## config.mk

```make
export PLATFORM = sky130hd
export DESIGN_NAME = fp_decode
export DESIGN_NICKNAME = d
export VERILOG_FILES = /design/src/rtl/fp_decode.sv
export SDC_FILE = /design/constraint.sdc
export NUM_CORES = 1
export LEC_CHECK = 0
export CAP_MARGIN = 0
export CORE_AREA = 2 2 68 70
export DETAILED_ROUTE_END_ITERATION = 7
export DIE_AREA = 0 0 70 72
export MAX_ROUTING_LAYER = met4
export PLACE_DENSITY = 0.62
export SYNTH_ARGS = -nofsm -noshare
export SYNTH_HDL_FRONTEND = slang
export SYNTH_SLANG_ARGS = --single-unit
```

## constraint.sdc

```tcl
create_clock -name clk -period 4.5 [get_ports clk]
set_clock_uncertainty 0.1 [all_clocks]
set_input_delay 0.45 -clock clk [delete_from_list [all_inputs] [get_ports clk]]
set_output_delay 0.45 -clock clk [all_outputs]
set_load 0.02 [all_outputs]
```

## src/rtl/fp_decode.sv

```systemverilog
// fp_decode: multi-cycle decoder from the 8-bit float format (S, E[2:0], F[3:0])
// to a 12-bit two's-complement value, value = (-1)^S * F * 2^E.
// One conversion in flight; valid/ready handshake on both sides.
module fp_decode (
   input  logic        clk,
   input  logic        rst,
   input  logic        in_valid,
   output logic        in_ready,
   input  logic        s_in,
   input  logic [2:0]  e_in,
   input  logic [3:0]  f_in,
   output logic        out_valid,
   input  logic        out_ready,
   output logic [11:0] dout
);

   typedef enum logic [1:0] {StIdle, StShift, StDone} state_e;

   state_e      state_q, state_d;
   logic [10:0] mag_q, mag_d;
   logic [2:0]  cnt_q, cnt_d;
   logic        sgn_q, sgn_d;
   logic [11:0] dout_q, dout_d;
   logic        out_valid_q, out_valid_d;

   // Held low while reset is asserted so upstream never sees an accept window then.
   assign in_ready  = (state_q == StIdle) & ~rst;
   assign out_valid = out_valid_q;
   assign dout      = dout_q;

   // Next-state and datapath updates; shift once per cycle until the exponent is used up.
   always_comb begin
      state_d     = state_q;
      mag_d       = mag_q;
      cnt_d       = cnt_q;
      sgn_d       = sgn_q;
      dout_d      = dout_q;
      out_valid_d = out_valid_q;
      unique case (state_q)
         StIdle: begin
            if (in_valid) begin
               mag_d   = {7'b0, f_in};
               cnt_d   = e_in;
               sgn_d   = s_in;
               state_d = StShift;
            end
         end
         StShift: begin
            if (cnt_q != 3'd0) begin
               mag_d = mag_q << 1;
               cnt_d = cnt_q - 3'd1;
            end else begin
               // Negate at 12 bits; negative zero wraps back to 0.
               dout_d      = sgn_q ? (~{1'b0, mag_q} + 12'd1) : {1'b0, mag_q};
               out_valid_d = 1'b1;
               state_d     = StDone;
            end
         end
         StDone: begin
            if (out_ready) begin
               out_valid_d = 1'b0;
               state_d     = StIdle;
            end
         end
         default: state_d = StIdle;
      endcase
   end

   // State register with synchronous reset taking priority over any handshake.
   always_ff @(posedge clk) begin
      if (rst) begin
         state_q     <= StIdle;
         mag_q       <= 11'd0;
         cnt_q       <= 3'd0;
         sgn_q       <= 1'b0;
         dout_q      <= 12'h000;
         out_valid_q <= 1'b0;
      end else begin
         state_q     <= state_d;
         mag_q       <= mag_d;
         cnt_q       <= cnt_d;
         sgn_q       <= sgn_d;
         dout_q      <= dout_d;
         out_valid_q <= out_valid_d;
      end
   end

endmodule
```

==> results.ini <==
[sta]
slew_headroom = 0.359
setup_viol_count_final = 0
max_freq_ghz = 0.414
drv_slew = 0
min_period_ns = 2.41
worst_pin_slew_ns = 0.959
hold_violations = 0
period_share = 0.536
fin_setup_tns_ns = 0
rsz0062_at_grt = false

[detailed_routing]
detail_route.wl_per_cell_microns = 12.3
detail-route-antenna-nets = 0
first_pass_iters = 4
routed_wl_mm = 3.01
drc_errors = 0
first_iter_violations = 56
vias = 1257
via_per_inst = 5.13

[grt]
grt_pass1_vias = 1150
grt_pass1_wl_mm = 5.22
grt_usage = 0.133
grt_max_degree = 33
antenna_found_initial = 0
gr-total-overflow = 0

[worst_setup_path]
r2r-start = state_q[0]$_SDFFE_PP0P_
critPathSlowestCell = clkdlybuf4s50_1
arrival_ns = 1.86
r2r_cells = 3
crit_path_max_fanout = 32
r2r_slack_ns = 2.38
startpoint_type = input pin
crit_chain = clkdlybuf4s50_1, buf_4, nor3_1, clkdlybuf4s50_1
critPathCapture = in_ready
criticalPathCategory = in -> out
crit_cells = 4
crit_family = buffers and inverters
crit_path_frequent_cell = clkdlybuf4s50_1
reg2reg_to = dout[10]$_SDFFE_PP0P_
critPathMaxStageDelay_ns = 0.62
worstPathRequired_ns = 3.95
crit_path_start = rst
critPathBufInv = 3
endpoint_kind = output port

[cts]
htree_levels = 2
hold_buffers = 0
cts_buffers = 5
cts_tree = done
clockRootBuffer = clkbuf_8
clk_pin_slew_worst_paths_ns = 0.06
postCtsSetupRepairBufs = 0
cts_resized = 0
cts.sinks = 30
worst_skew_pair.late_latency_ns = 0.28
clk_path_buf_depth = 2

[synth]
synth-compound-area-share = 0.238
yosysWarnings = 0
muxShareOfSynthArea = 0.0139
ys_types = 37
yosysMostFrequentCell = dfxtp_1
synthSimpleGateAreaFrac = 0.213
synth-async-reset-ratio = 0
synth_seq_area_share = 0.416
syn-cell-area_sq_mm = 0.00145
synth_xor_area_frac = 0.0485
synth.top_cell.area_share = 0.416
synth_fa_ha_area_frac = 0.0260
synth_seq_cells = 30
synth_area_leaders = dfxtp_1, a21oi_1, nand2_1
yosysTopAreaCell = dfxtp_1
synthCells = 171
synth_nets = 186
synthTopCellsByCount = dfxtp_1, nand2_1, nor2_1, a21oi_1, a211oi_1
synth_edf_count = 0
synth_top_family_by_area = compound AO/OA/AOI/OAI gates
synth_top_flop_cell = dfxtp_1
syn-mean-instance-area_sq_um = 8.45

[final_layout]
nets = 207
syn_to_final_growth_pct = 25.2
register_area_sq_um = 601
multi_input_area_sq_um = 779
num-fill-cells = 460
design_area_sq_mm = 0.00181
drive_above_1_share = 0.0777
antenna_cells = 0

[place]
dpl_cell_area_sq_mm = 0.00172
port_buffers = 25
gp_congestion = 0.735
hpwl_mm = 2.07

[floorplanning]
die_w_microns = 70
die_area_sq_mm = 0.00504
die_h_microns = 72
placementRows = 24
ios = 26
start_util = 0.339
coreArea_sq_mm = 0.00426

[power]
p_per_area_mw_per_mm2 = 427
leakagePower_nw = 0.618
ir_drop_mv = 0.199

[status]
status = finished, final reports clean

[min_path]
hold_class = reg -> reg
hold_depth = 2

[job]
cap_viol_max_count = 0

worst min-delay path by stage:
stage	start	endpoint	slack (ns)
floorplan	cnt_q[1]$_SDFFE_PP0P_	cnt_q[1]$_SDFFE_PP0P_	0.33
global placement	cnt_q[1]$_SDFFE_PP0P_	cnt_q[1]$_SDFFE_PP0P_	0.34
detailed placement	cnt_q[1]$_SDFFE_PP0P_	cnt_q[1]$_SDFFE_PP0P_	0.35
CTS	dout[0]$_SDFFE_PP0P_	dout[0]$_SDFFE_PP0P_	0.36
global route	cnt_q[1]$_SDFFE_PP0P_	cnt_q[1]$_SDFFE_PP0P_	0.39
finish	dout[11]$_SDFFE_PP0P_	dout[11]$_SDFFE_PP0P_	0.35
flip-flops by register name, indices dropped and copies added (netlist names):
signal     count
sgn_q          1
dout          12
cnt_q          3
state_q        2
mag_q         11
out_valid      1
through the flow:
stage	worst slack, ns	hold slack, ns	instances	power, mW	utilization
after floorplan	2.81	0.332	171	0.489	-
after global placement	2.09	0.342	237	0.558	0.403
after detailed placement	2.08	0.348	237	0.561	0.403
after CTS	2.08	0.356	245	0.783	0.424
after global routing	2.01	0.389	245	0.825	0.424
final	2.09	0.353	245	0.773	0.424
layout make-up:
class                   count  share of cell area
clock inverters             1             0.00277
clock buffers               7              0.0477
multi-input cells         125               0.431
repair buffers             26               0.142
inverters                   4             0.00830
well taps                  52              0.0360
flip-flops and latches     30               0.332
metal layers:
metal / GRT usage / up-vias / wire length, microns
met2: 0.214 / 25 / 1410
met3: 0.0333 / 7 / 139
met1: 0.157 / 579 / 1400
met5: - / - / 0
li1: - / 646 / -
met4: 0.0662 / 0 / 63
layout by cell type, fill, tap and decap left out, types with 2 or more instances in the layout:
| cell | n |
|---|---|
| dfxtp_1 | 30 |
| nand2b_1 | 2 |
| inv_1 | 4 |
| nand2_1 | 20 |
| nor2_1 | 20 |
| o31ai_1 | 4 |
| ha_1 | 3 |
| clkdlybuf4s50_1 | 25 |
| o21ai_0 | 6 |
| clkbuf_8 | 6 |
| nor2b_1 | 3 |
| nand3b_1 | 2 |
| xor2_1 | 6 |
| o211ai_1 | 3 |
| xnor2_1 | 2 |
| a211o_1 | 2 |
| and2_1 | 2 |
| mux2i_1 | 2 |
| or3_1 | 2 |
| nand3_1 | 7 |
| a211oi_1 | 8 |
| a311oi_1 | 3 |
| a21oi_1 | 15 |
power by group:
| part | internal [mW] | switching [mW] | total (mW) | leakage, nW |
|---|---|---|---|---|
| clock network | 0.123 | 0.0966 | 0.220 | 0.0482 |
| logic | 0.0966 | 0.127 | 0.224 | 0.325 |
| registers | 0.297 | 0.0320 | 0.329 | 0.245 |
| total | 0.517 | 0.256 | 0.773 | 0.618 |
cells by family (layout without fill, tap and decap cells):
logic type	Yosys count	after routing
AND/OR/NAND/NOR	64	64
adder cells (fa/ha/maj)	3	3
buffers and inverters	16	38
flip-flops	30	30
multiplexers	2	2
XOR/XNOR	8	8
AO/OA/AOI/OAI	48	48
worst reg2reg max path, cell delays in order, from the launching register on:
cell,delay (ns)
dfxtp_1,0.49
nor2b_1,0.80
nand2_1,0.34
o31ai_1,0.31
Power figures use the tool's default switching activity.
